## config.mk

```make
export PLATFORM = sky130hd
export DESIGN_NAME = kpn_delay_channel
export DESIGN_NICKNAME = d
export VERILOG_FILES = /design/src/rtl/kpn_pkg.sv /design/src/rtl/kpn_sync_fifo.sv /design/src/rtl/kpn_delay_channel.sv
export SDC_FILE = /design/constraint.sdc
export NUM_CORES = 1
export LEC_CHECK = 0
export CAP_MARGIN = 20
export CELL_PAD_IN_SITES_DETAIL_PLACEMENT = 1
export CELL_PAD_IN_SITES_GLOBAL_PLACEMENT = 2
export CORE_MARGIN = 10
export CORE_UTILIZATION = 43
export CTS_BUF_LIST = sky130_fd_sc_hd__clkbuf_8
export DETAILED_ROUTE_END_ITERATION = 7
export DONT_BUFFER_PORTS = 1
export HOLD_SLACK_MARGIN = 0.12
export PLACE_DENSITY = 0.78
export SYNTH_ARGS = -nofsm -noshare
export SYNTH_HDL_FRONTEND = slang
export SYNTH_SLANG_ARGS = --single-unit
```

## constraint.sdc

```tcl
create_clock -name clk -period 2.8 [get_ports clk]
set_clock_uncertainty 0.15 [all_clocks]
set_input_delay 0.28 -clock clk [delete_from_list [all_inputs] [get_ports clk]]
set_output_delay 0.28 -clock clk [all_outputs]
set_load 0.05 [all_outputs]
```

## src/rtl/kpn_pkg.sv

```systemverilog
// Shared constants and elaboration helpers for the KPN channel blocks.
package kpn_pkg;

    localparam int KPN_TOKEN_W = 16;

    // $clog2 that never returns 0, so a counter for a single value still gets a bit.
    function automatic int clog2_min1(input int n);
        return (n <= 2) ? 1 : $clog2(n);
    endfunction

endpackage

```

## src/rtl/kpn_sync_fifo.sv

```systemverilog
// First-word-fall-through synchronous FIFO; full/empty derive from the occupancy count.
module kpn_sync_fifo
    import kpn_pkg::*;
#(
    parameter int DATA_WIDTH = KPN_TOKEN_W,
    parameter int DEPTH      = 4,
    parameter int CNT_W      = $clog2(DEPTH + 1)
) (
    input  logic                  clk,
    input  logic                  rst_n,
    input  logic                  clear,
    input  logic                  push,
    input  logic                  pop,
    input  logic [DATA_WIDTH-1:0] wdata,
    output logic [DATA_WIDTH-1:0] rdata,
    output logic                  full,
    output logic                  empty,
    output logic [CNT_W-1:0]      count
);

    localparam int PTR_W = clog2_min1(DEPTH);

    logic [DATA_WIDTH-1:0] r_mem [DEPTH];
    logic [PTR_W-1:0]      r_wr_ptr;
    logic [PTR_W-1:0]      r_rd_ptr;
    logic [CNT_W-1:0]      r_count;
    logic                  w_do_push;
    logic                  w_do_pop;

    assign full      = (r_count == CNT_W'(DEPTH));
    assign empty     = (r_count == '0);
    assign count     = r_count;
    assign rdata     = r_mem[r_rd_ptr];
    assign w_do_push = push && !full;
    assign w_do_pop  = pop && !empty;

    // Storage carries no reset; only the pointers and count define validity.
    always_ff @(posedge clk) begin
        if (w_do_push) begin
            r_mem[r_wr_ptr] <= wdata;
        end
    end

    always_ff @(posedge clk) begin
        if (!rst_n || clear) begin
            r_wr_ptr <= '0;
            r_rd_ptr <= '0;
            r_count  <= '0;
        end else begin
            if (w_do_push) begin
                r_wr_ptr <= r_wr_ptr + PTR_W'(1);
            end
            if (w_do_pop) begin
                r_rd_ptr <= r_rd_ptr + PTR_W'(1);
            end
            case ({w_do_push, w_do_pop})
                2'b10:   r_count <= r_count + CNT_W'(1);
                2'b01:   r_count <= r_count - CNT_W'(1);
                default: r_count <= r_count;
            endcase
        end
    end

endmodule

```

## src/rtl/kpn_delay_channel.sv

```systemverilog
// KPN delay element: emits DELAY_NUMBER copies of INIT_VALUE, then forwards
// input tokens in order through a FWFT FIFO with valid/ready on both sides.
module kpn_delay_channel
    import kpn_pkg::*;
#(
    parameter int                    DATA_WIDTH   = KPN_TOKEN_W,
    parameter int                    DELAY_NUMBER = 1,
    parameter logic [DATA_WIDTH-1:0] INIT_VALUE   = '0,
    parameter int                    DEPTH        = 4,
    parameter int                    CNT_W        = $clog2(DEPTH + 1)
) (
    input  logic                  clk,
    input  logic                  rst_n,
    input  logic                  restart,
    input  logic [DATA_WIDTH-1:0] in_data,
    input  logic                  in_valid,
    output logic                  in_ready,
    output logic [DATA_WIDTH-1:0] out_data,
    output logic                  out_valid,
    input  logic                  out_ready,
    output logic [CNT_W-1:0]      fifo_count,
    output logic                  init_done
);

    localparam int                INIT_W    = clog2_min1(DELAY_NUMBER + 1);
    localparam logic [INIT_W-1:0] INIT_LOAD = INIT_W'(DELAY_NUMBER);

    logic [INIT_W-1:0]     r_init_cnt;
    logic [DATA_WIDTH-1:0] r_last;
    logic                  w_init_phase;
    logic                  w_full;
    logic                  w_empty;
    logic [DATA_WIDTH-1:0] w_fifo_rdata;
    logic                  w_out_fire;
    logic                  w_push;
    logic                  w_fifo_pop;
    logic                  w_init_pop;

    assign w_init_phase = (r_init_cnt != '0);
    assign init_done    = !w_init_phase;

    // in_ready looks only at the FIFO state, never at out_ready.
    assign in_ready   = !w_full;
    assign out_valid  = w_init_phase || !w_empty;
    assign w_out_fire = out_valid && out_ready;

    // A restart cycle swallows any transfer on either side.
    assign w_push     = in_valid && !w_full && !restart;
    assign w_fifo_pop = w_out_fire && !w_init_phase && !restart;
    assign w_init_pop = w_out_fire && w_init_phase && !restart;

    kpn_sync_fifo #(
        .DATA_WIDTH (DATA_WIDTH),
        .DEPTH      (DEPTH),
        .CNT_W      (CNT_W)
    ) u_fifo (
        .clk   (clk),
        .rst_n (rst_n),
        .clear (restart),
        .push  (w_push),
        .pop   (w_fifo_pop),
        .wdata (in_data),
        .rdata (w_fifo_rdata),
        .full  (w_full),
        .empty (w_empty),
        .count (fifo_count)
    );

    always_ff @(posedge clk) begin
        if (!rst_n || restart) begin
            r_init_cnt <= INIT_LOAD;
        end else if (w_init_pop) begin
            r_init_cnt <= r_init_cnt - INIT_W'(1);
        end
    end

    // Last token delivered, so out_data holds steady while the FIFO is empty.
    always_ff @(posedge clk) begin
        if (!rst_n || restart) begin
            r_last <= '0;
        end else if (w_fifo_pop) begin
            r_last <= w_fifo_rdata;
        end
    end

    always_comb begin
        out_data = r_last;
        if (w_init_phase) begin
            out_data = INIT_VALUE;
        end else if (!w_empty) begin
            out_data = w_fifo_rdata;
        end
    end

endmodule

```

==> results of run 1 <==
-- layer usage --
layer / track usage (%) / wire length (um)
met1: 13.1 / 2970
met2: 22.5 / 4130
met3: 2.60 / 259
met4: 6.94 / 147
met5: 0 / 0
-- final cells by class --
class	count	area share, %
Clock buffer	10	3.09
Inverter	11	0.926
Multi-Input combinational cell	107	23.1
Timing Repair Buffer	46	13.3
Tap cell	105	2.95
Sequential cell	90	54.8
Clock inverter	6	1.85
-- per-stage QoR --
stage	power, mW	util [%]	cell area [um2]	std cells
floorplan	1.53	-	3570	220
global placement	1.56	49.8	4050	340
detailed placement	1.56	49.8	4050	340
CTS	2.54	54.8	4460	375
global route	2.60	54.8	4460	375
finish	2.52	54.8	4460	375
-- worst min-delay path by stage --
stage / from / to / slack (ns) / depth (start not counted)
4_1_cts: restart / r_last[12] / 0.16 / 4
3_5_place_dp: in_data[12] / u_fifo.r_mem[3][12] / 0.23 / 0
6_report: restart / r_last[12] / 0.17 / 4
5_1_grt: restart / r_last[11] / 0.18 / 4
2_1_floorplan: in_data[0] / u_fifo.r_mem[0][0] / 0.23 / 0
3_3_place_gp: in_data[12] / u_fifo.r_mem[0][12] / 0.23 / 0
-- registers in the layout, indices dropped and copies added, names as in the netlist, named ones only --
register and cells:
u_fifo.r_mem 64, r_init_cnt 1, u_fifo.count 3, r_last 16, u_fifo.r_rd_ptr 2, u_fifo.r_wr_ptr 2
-- critical path: stages (launching register included) --
cell and delay [ns]:
dfxtp_1 0.50, nor3b_1 0.41, nor3_1 0.11, inv_1 0.07, ha_1 0.17, inv_1 0.06
fa_1 0.37, xor2_1 0.16, or3_1 0.31, a21oi_1 0.15
-- power breakdown --
group / total [mW] / switching [mW] / leakage, nW / internal, mW
Combinational: 0.108 / 0.0626 / 0.564 / 0.0457
Sequential: 1.45 / 0.00730 / 0.791 / 1.44
Clock: 0.959 / 0.437 / 0.117 / 0.522
-- kinds of logic (layout without fill, tap and decap cells) --
| group | after synthesis | after routing | share of synthesized area (%) |
|---|---|---|---|
| flip-flops | 90 | 90 | 68.4 |
| AO/OA/AOI/OAI | 45 | 45 | 9.74 |
| AND/OR/NAND/NOR | 38 | 38 | 6.02 |
| buffers and inverters | 23 | 73 | 2.98 |
| multiplexers | 16 | 16 | 10.1 |
| adder cells (fa/ha/maj) | 6 | 6 | 2.31 |
| XOR/XNOR | 2 | 2 | 0.490 |
-- synth_stat cells --
library cell and n:
a21oi_1 7, a22o_1 16, and2_1 4, buf_1 1, buf_2 4, buf_4 2
buf_6 1, clkbuf_1 4, dfxtp_1 26, edfxtp_1 64, fa_1 1, ha_1 5
inv_1 11, mux4_2 16, nand2_1 16, nand2b_1 1, nand3_1 2, nor2_1 4
nor2_2 1, nor2b_1 1, nor3_1 1, nor3_4 2, nor3b_1 1, nor4_2 1
o21ai_0 5, o2bb2ai_1 16, o31ai_1 1, or3_1 2, or3b_1 1, or4_1 1
xor2_1 2
==> results.sh, run 1 <==
export IMPL_status="finished, final reports clean"
export IMPL_grt_pass1_vias=2216
export IMPL_tightest_slew_ns=0.926
export IMPL_grt_overflow=0
export IMPL_synthCells=220
export IMPL_synth_top_area_cell="edfxtp_1"
export IMPL_syn_mean_instance_area_um2=16.2
export IMPL_place_congestion=0.717
export IMPL_cp_endpoint="u_fifo.count[2]"
export IMPL_multi_input_area_um2=1030
export IMPL_netlist_top_cells_area="edfxtp_1 (54%), dfxtp_1 (15%), mux4_2 (10%)"
export IMPL_grtUsageTotal_pct=12.5
export IMPL_syn_num_nets=247
export IMPL_dr_total_vias=1996
export IMPL_slew_headroom_pct=38.3
export IMPL_fp_row_count=33
export IMPL_drv_slew=0
export IMPL_power_density_nw_per_um2=564
export IMPL_postRouteAntennaNets=0
export IMPL_reg2regPathDepth=9
export IMPL_ys_warn_count=0
export IMPL_initial_core_util_pct=43.9
export IMPL_remaining_drc_errors=0
export IMPL_dr_pass1_iters=4
export IMPL_cts_max_level=3
export IMPL_grt_max_degree=18
export IMPL_wl_per_cell_um=20.0
export IMPL_drt_iter0_markers=79
export IMPL_io_pins=43
export IMPL_critPathLaunch="u_fifo.count[2]"
export IMPL_core_area_um2=8130
export IMPL_timing_critical_path_to_type="flop"
export IMPL_seq_area_frac_synth_pct=68.4
export IMPL_nFillCells=751
export IMPL_cp_start_kind="flop"
export IMPL_die_w_um=111
export IMPL_fmax_mhz=396
export IMPL_clockBufferDepth=2
export IMPL_r2r_end="u_fifo.count[2]"
export IMPL_setup_viol=0
export IMPL_hold_viol=0
export IMPL_grt_first_pass_wirelength_um=12000
export IMPL_post_cts_setup_buffer_count=0
export IMPL_reg2reg_slack_ns=0.28
export IMPL_synth_distinct_cells=31
export IMPL_timing_rr_start="u_fifo.count[2]"
export IMPL_syn_area_um2=3570
export IMPL_num_antenna_cells=0
export IMPL_timing_hold_ws_ns=0.172
export IMPL_dp_slack_ns=0.273
export IMPL_max_cap_viol_count=0
export IMPL_critPathArrivalTime_ns=2.66
export IMPL_final_layout_size_suffix_gt1_share_pct=23.0
export IMPL_ys_seq_elements=90
export IMPL_wirelength_um=7510
export IMPL_fin_nets=292
export IMPL_cts_root_buf="clkbuf_8"
export IMPL_cts_resized=0
export IMPL_path_clk_slew_ns=0.09
export IMPL_hold_buffers=19
export IMPL_min_period_over_period_pct=90.1
export IMPL_cts_buffers=9
export IMPL_required_ns=2.93
export IMPL_rsz0062_at_grt="no"
export IMPL_final_common_cell="edfxtp_1"
export IMPL_area_growth_syn_to_layout_pct=24.9
export IMPL_cts_sinks=90
export IMPL_clk_latency_ns=0.36
export IMPL_tritoncts="built"
export IMPL_die_h_um=111
export IMPL_tns_ns=0
export IMPL_antenna_found_initial=0
export IMPL_irDropWorstVdd_v=0.000280
export IMPL_synth_top_area_share_pct=53.8
export IMPL_regArea_um2=2440
export IMPL_crit_type="flop to flop"
export IMPL_portBuffers=0
export IMPL_die_area_um2=12400
export IMPL_hold_class="input pin to flop"
export IMPL_power_leakage_nw=1.47
export IMPL_final_cell_mix="edfxtp_1 (64), dfxtp_1 (26), dlygate4sd3_1 (19)"
export IMPL_period_needed_ns=2.52
export IMPL_crit_fanout=6
export IMPL_post_dp_hpwl_um=4840
export IMPL_setup_ws_ns=0.277
export IMPL_post_drt_via_cell_ratio=5.32
No activity file was read; power rests on OpenSTA's default activity.
==> run 2: changes to the inputs <==
--- a/config.mk
+++ b/config.mk
@@ -8,7 +8,8 @@
 export CAP_MARGIN = 20
 export CELL_PAD_IN_SITES_DETAIL_PLACEMENT = 1
 export CELL_PAD_IN_SITES_GLOBAL_PLACEMENT = 2
-export CORE_MARGIN = 10
+export CORE_ASPECT_RATIO = 0.75
+export CORE_MARGIN = 2
 export CORE_UTILIZATION = 43
 export CTS_BUF_LIST = sky130_fd_sc_hd__clkbuf_8
 export DETAILED_ROUTE_END_ITERATION = 7
==> run 2 against run 1 <==
Net effect:
- worst hold slack better by 0.0016 ns
- non-clock buffer count is 5 higher
- power is 7.4% lower
- core utilization is 0.83 points higher
- sequential share of layout area is 0.17 points higher
- die area is 27% lower
- setup slack better by 0.078 ns
- clock power is 20% lower
- sequential power hardly changed
- critical path depth is 1 lower
- via count is 2.8% higher
- wire length is 0.91% lower
==> results.sh, run 2 (same netlist as run 1, synthesis figures left out) <==
export IMPL_clockBufferDepth=2
export IMPL_post_drt_via_cell_ratio=5.40
export IMPL_grtUsageTotal_pct=17.9
export IMPL_place_congestion=0.685
export IMPL_die_w_um=109
export IMPL_path_clk_slew_ns=0.09
export IMPL_irDropWorstVdd_v=0.000372
export IMPL_p_sw_uw=521
export IMPL_min_period_over_period_pct=87.3
export IMPL_clk_latency_ns=0.36
export IMPL_power_leakage_nw=1.47
export IMPL_status="finished, final reports clean"
export IMPL_wl_per_cell_um=19.6
export IMPL_cp_top_family="simple AND/OR/NAND/NOR gates"
export IMPL_critPathArrivalTime_ns=2.59
export IMPL_max_cap_viol_count=0
export IMPL_multi_input_area_um2=1030
export IMPL_dr_pass1_iters=4
export IMPL_crit_type="flop to flop"
export IMPL_cp_slowest_stage_delay_ns=0.51
export IMPL_period_needed_ns=2.45
export IMPL_timing_critical_path_to_type="flop"
export IMPL_cts_resized=0
export IMPL_fp_row_count=28
export IMPL_remaining_drc_errors=0
export IMPL_grt_overflow=0
export IMPL_cts_sinks=90
export IMPL_fin_total_pwr_mw=2.33
export IMPL_p_comb_share_pct=4.8
export IMPL_cts_max_level=3
export IMPL_final_common_cell="edfxtp_1"
export IMPL_nFillCells=749
export IMPL_power_density_nw_per_um2=524
export IMPL_num_antenna_cells=0
export IMPL_switching_share_pct=22.3
export IMPL_layout_cells_non_filler=380
export IMPL_setup_ws_ns=0.355
export IMPL_dp_cells=345
export IMPL_dpl_cell_area_um2=4090
export IMPL_required_ns=2.94
export IMPL_dr_total_vias=2052
export IMPL_grt_pass1_vias=2192
export IMPL_final_cell_mix="edfxtp_1 (64), dfxtp_1 (26), dlygate4sd3_1 (19)"
export IMPL_postRouteAntennaNets=0
export IMPL_seq_power_share_pct=62.1
export IMPL_regMostFlops="u_fifo.r_mem"
export IMPL_initial_core_util_pct=44.7
export IMPL_drv_slew=0
export IMPL_slowest_stage="or3b_1"
export IMPL_area_growth_syn_to_layout_pct=24.5
export IMPL_intPower_mw=1.81
export IMPL_portBuffers=0
export IMPL_cp_start_kind="flop"
export IMPL_die_area_um2=9060
export IMPL_post_cts_setup_buffer_count=0
export IMPL_io_pins=43
export IMPL_die_h_um=82.9
export IMPL_antenna_found_initial=0
export IMPL_design_area_um2=4450
export IMPL_fin_nets=297
export IMPL_tightest_slew_ns=0.734
export IMPL_wirelength_um=7440
export IMPL_slew_headroom_pct=50.9
export IMPL_regArea_um2=2440
export IMPL_grt_first_pass_wirelength_um=11800
export IMPL_dp_slack_ns=0.365
export IMPL_timing_hold_ws_ns=0.174
export IMPL_drt_iter0_markers=98
export IMPL_tritoncts="built"
export IMPL_grt_max_degree=18
export IMPL_hold_viol=0
export IMPL_fmax_mhz=409
export IMPL_core_area_um2=7990
export IMPL_cts_root_buf="clkbuf_8"
export IMPL_hold_buffers=19
export IMPL_post_dp_hpwl_um=4650
export IMPL_cts_buffers=9
export IMPL_worst_path_buf_inv=1
export IMPL_rsz0062_at_grt="no"
export IMPL_final_layout_size_suffix_gt1_share_pct=24.0
export IMPL_path_cells="or3b_1 > nor2_2 > ha_1 > inv_1 > fa_1 > xor2_1 > or3_1 > a21oi_1"
export IMPL_crit_fanout=6
export IMPL_largest_reg_flops=64
export IMPL_clockPowerShare_pct=33.0
export IMPL_fin_util_pct=55.7
export IMPL_hold_class="input pin to flop"
export IMPL_setup_viol=0
export IMPL_tns_ns=0
-- run 2: cell types whose count changed in the layout (fill, tap and decap cells not counted) --
cell        change
clkinv_2        -1
clkinv_1        +1
clkinv_4        -1
clkbuf_8        -1
clkinvlp_4      +2
inv_6           +2
bufinv_16       -2
buf_4           +5
-- run 2: area by class of cell --
cell class / instances / share of cell area, %
Clock inverter: 7 / 1.01
Timing Repair Buffer: 51 / 14.2
Sequential cell: 90 / 54.9
Multi-Input combinational cell: 107 / 23.2
Inverter: 11 / 0.929
Tap cell: 105 / 2.95
Clock buffer: 9 / 2.79
-- run 2: worst paths after layout --
| check | startpoint | to | slack (ns) | depth (start not counted) |
|---|---|---|---|---|
| worst max register to register | r_init_cnt | u_fifo.count[2] | 0.35 | 8 |
| worst max-delay path | r_init_cnt | u_fifo.count[2] | 0.35 | 8 |
| worst min register to register | r_last[14] | r_last[14] | 0.32 | 2 |
| worst min-delay path | restart | r_last[11] | 0.17 | 4 |
-- run 2: metal layers --
metal | global-route usage, % | wire length, um
met5 | 0 | 0
met4 | 4.60 | 75
met3 | 6.91 | 439
met2 | 28.2 | 3750
met1 | 23.4 | 3170
-- run 2: power by group through the flow --
stage / combinational, mW / sequential, mW / clock [mW]
final: 0.113 / 1.45 / 0.769
after global routing: 0.122 / 1.45 / 0.842
after global placement: 0.0817 / 1.48 / 0
after detailed placement: 0.0824 / 1.48 / 0
after CTS: 0.113 / 1.45 / 0.787
after floorplan: 0.0518 / 1.48 / 0
-- run 2: worst min-delay path: stages --
cell and delay (ns):
nor2b_1 0.02, buf_4 0.19, nand2_1 0.08, o2bb2ai_1 0.06
==> run 3: changes to the inputs <==
--- a/config.mk
+++ b/config.mk
@@ -5,17 +5,17 @@
 export SDC_FILE = /design/constraint.sdc
 export NUM_CORES = 1
 export LEC_CHECK = 0
-export CAP_MARGIN = 20
+export ABC_AREA = 1
 export CELL_PAD_IN_SITES_DETAIL_PLACEMENT = 1
 export CELL_PAD_IN_SITES_GLOBAL_PLACEMENT = 2
 export CORE_ASPECT_RATIO = 0.75
 export CORE_MARGIN = 2
-export CORE_UTILIZATION = 43
+export CORE_UTILIZATION = 40
 export CTS_BUF_LIST = sky130_fd_sc_hd__clkbuf_8
 export DETAILED_ROUTE_END_ITERATION = 7
 export DONT_BUFFER_PORTS = 1
 export HOLD_SLACK_MARGIN = 0.12
-export PLACE_DENSITY = 0.78
+export PLACE_DENSITY = 0.82
 export SYNTH_ARGS = -nofsm -noshare
 export SYNTH_HDL_FRONTEND = slang
 export SYNTH_SLANG_ARGS = --single-unit
==> constraint.sdc (replaced) <==
create_clock -name clk -period 2.6 [get_ports clk]
set_clock_uncertainty 0.15 [all_clocks]
set_input_delay 0.26 -clock clk [delete_from_list [all_inputs] [get_ports clk]]
set_output_delay 0.26 -clock clk [all_outputs]
set_load 0.05 [all_outputs]
==> run 3 against run 2 <==
Net effect:
- flip-flop and latch count is the same
- setup slack got worse by 0.11 ns
- combinational power up 37%
- worst hold slack got worse by 0.012 ns
- area after synthesis is 14% higher
- non-clock buffer count unchanged
- sequential share of layout area down 5.8 points
- critical path type is now flop to output port
- critical endpoint is now out_data[1]
- largest cell class unchanged
==> results.sh, run 3 <==
export IMPL_status="finished, final reports clean"
export IMPL_synthCells=467
export IMPL_ys_warn_count=0
export IMPL_remaining_drc_errors=0
export IMPL_cts_sinks=90
export IMPL_seq_area_frac_synth_pct=60.0
export IMPL_antenna_found_initial=0
export IMPL_crit_fanout=16
export IMPL_dr_pass1_iters=4
export IMPL_tightest_slew_ns=0.724
export IMPL_synth_distinct_cells=20
export IMPL_reg2regPathDepth=14
export IMPL_synth_top_area_cell="edfxtp_1"
export IMPL_power_density_nw_per_um2=548
export IMPL_required_ns=2.19
export IMPL_slew_headroom_pct=51.7
export IMPL_grt_first_pass_wirelength_um=16000
export IMPL_grtUsageTotal_pct=19.3
export IMPL_syn_area_um2=4070
export IMPL_p_comb_share_pct=5.7
export IMPL_grt_max_degree=34
export IMPL_crit_top_cell="nand2_1"
export IMPL_fin_total_pwr_mw=2.72
export IMPL_num_antenna_cells=0
export IMPL_holdPathEnd="u_fifo.r_wr_ptr[1]"
export IMPL_clockBufferDepth=2
export IMPL_place_congestion=0.760
export IMPL_hold_viol=0
export IMPL_drt_iter0_markers=113
export IMPL_critPathArrivalTime_ns=1.95
export IMPL_nFillCells=1151
export IMPL_cp_start_kind="flop"
export IMPL_clockPowerShare_pct=36.9
export IMPL_worst_path_buf_inv=2
export IMPL_syn_mean_instance_area_um2=8.72
export IMPL_hold_class="input pin to flop"
export IMPL_timing_critical_path_to_type="output port"
export IMPL_path_cells="inv_1 > nand3_1 > nand2_1 > nand2_1 > o21ai_1 > buf_12"
export IMPL_cts_root_buf="clkbuf_8"
export IMPL_fin_nets=539
export IMPL_area_growth_syn_to_layout_pct=22.0
export IMPL_power_leakage_nw=2.23
export IMPL_dr_total_vias=3027
export IMPL_setup_viol=0
export IMPL_final_cell_mix="nand2_1 (143), inv_1 (99), edfxtp_1 (64)"
export IMPL_final_common_cell="nand2_1"
export IMPL_die_h_um=91.4
export IMPL_core_area_um2=9770
export IMPL_fmax_mhz=425
export IMPL_p_sw_uw=584
export IMPL_seq_power_share_pct=57.4
export IMPL_fp_row_count=31
export IMPL_min_period_over_period_pct=90.6
export IMPL_regMostFlops="u_fifo.r_mem"
export IMPL_drv_slew=0
export IMPL_dpl_cell_area_um2=4550
export IMPL_grt_overflow=0
export IMPL_path_clk_slew_ns=0.08
export IMPL_die_area_um2=11000
export IMPL_irDropWorstVdd_v=0.000376
export IMPL_post_drt_via_cell_ratio=4.67
export IMPL_io_pins=43
export IMPL_crit_type="flop to output port"
export IMPL_tns_ns=0
export IMPL_max_cap_viol_count=0
export IMPL_fin_util_pct=50.8
export IMPL_cp_top_family="buffers and inverters"
export IMPL_final_layout_size_suffix_gt1_share_pct=10.5
export IMPL_slowest_stage="inv_1"
export IMPL_cp_slowest_stage_delay_ns=0.50
export IMPL_ys_flop_type="edfxtp_1"
export IMPL_initial_core_util_pct=41.7
export IMPL_wirelength_um=9790
export IMPL_design_area_um2=4970
export IMPL_timing_rr_start="r_init_cnt"
export IMPL_netlist_top_cells_area="edfxtp_1 (47%), nand2_1 (13%), dfxtp_1 (13%)"
export IMPL_grt_pass1_vias=3232
export IMPL_syn_num_nets=494
export IMPL_tritoncts="built"
export IMPL_clk_latency_ns=0.36
export IMPL_min_path_cells=3
export IMPL_largest_reg_flops=64
export IMPL_rsz0062_at_grt="no"
export IMPL_cts_buffers=9
export IMPL_portBuffers=0
export IMPL_synth_top_area_share_pct=47.2
export IMPL_post_dp_hpwl_um=6600
export IMPL_synthMostInstantiatedCell="nand2_1"
export IMPL_r2r_end="u_fifo.count[2]"
export IMPL_ys_seq_elements=90
export IMPL_min_from="in_valid"
export IMPL_cts_resized=0
export IMPL_intPower_mw=2.14
export IMPL_post_cts_setup_buffer_count=0
export IMPL_hold_buffers=21
export IMPL_postRouteAntennaNets=0
export IMPL_reg2reg_slack_ns=0.39
export IMPL_cts_max_level=3
export IMPL_wl_per_cell_um=15.1
export IMPL_synth_edf_count=64
export IMPL_async_flop_share_pct=0
export IMPL_synth_common_cells="nand2_1 (143), inv_1 (99), edfxtp_1 (64), nor2_1 (43), nand3_1 (37)"
export IMPL_switching_share_pct=21.4
export IMPL_die_w_um=120
export IMPL_period_needed_ns=2.36
run 3: power groups by stage:
| stage | sequential (mW) | clock, mW | combinational (mW) |
|---|---|---|---|
| 3_3_place_gp | 1.60 | 0 | 0.117 |
| 5_1_grt | 1.57 | 1.08 | 0.172 |
| 2_1_floorplan | 1.60 | 0 | 0.0765 |
| 4_1_cts | 1.56 | 1.03 | 0.157 |
| 6_report | 1.56 | 1.01 | 0.155 |
| 3_5_place_dp | 1.60 | 0 | 0.121 |
run 3: logic make-up after synthesis:
family / Yosys count / share of synthesized area, %
simple gates: 230 / 23.1
buf+inv: 118 / 12.0
flops: 90 / 60.0
compound gates: 23 / 2.83
fa+ha+maj: 6 / 2.03
run 3: per-stage QoR:
stage          instances  worst slack [ns]  hold slack, ns
2_1_floorplan        467            -0.124           0.209
3_3_place_gp         612             0.489           0.209
3_5_place_dp         612             0.406           0.209
4_1_cts              648             0.219           0.154
5_1_grt              648            0.0844           0.220
6_report             648             0.245           0.162
run 3: final cells by class:
type | count | area [um2] | area share, %
timing repair buffer | 51 | 636 | 12.8
clock inverter | 6 | 82.6 | 1.66
multi-input combinational | 259 | 1140 | 22.9
tap | 132 | 165 | 3.32
sequential | 90 | 2440 | 49.2
clock buffer | 9 | 124 | 2.49
inverter | 101 | 379 | 7.63
run 3: worst max path at each step:
stage | startpoint | endpoint | slack, ns | cells past startpoint
3_5_place_dp | r_init_cnt | u_fifo.count[2] | 0.41 | 14
2_1_floorplan | u_fifo.count[0] | u_fifo.r_mem[0][0] | -0.12 | 4
3_3_place_gp | r_init_cnt | u_fifo.count[2] | 0.49 | 14
6_report | flop | out_data[1] | 0.24 | 6
4_1_cts | flop | out_data[1] | 0.22 | 6
5_1_grt | flop | out_data[1] | 0.08 | 6
run 3: worst reg2reg max path, stage by stage, from the launching register on:
cell and delay, ns:
dfxtp_1 0.35, inv_2 0.25, nand2_2 0.10, nor2_4 0.14
nand2_4 0.05, inv_1 0.08, ha_1 0.17, inv_1 0.07
fa_1 0.40, inv_1 0.07, nand2_1 0.04, nand3_1 0.08
nand2_1 0.06, nand2_1 0.05, nor2_1 0.05
run 3: metal layers:
metal	track usage [%]	wire length, um	up-vias
met5	0	0	-
met2	33.0	4950	50
li1	-	-	1506
met4	6.69	167	0
met3	5.15	375	13
met1	23.6	4300	1458
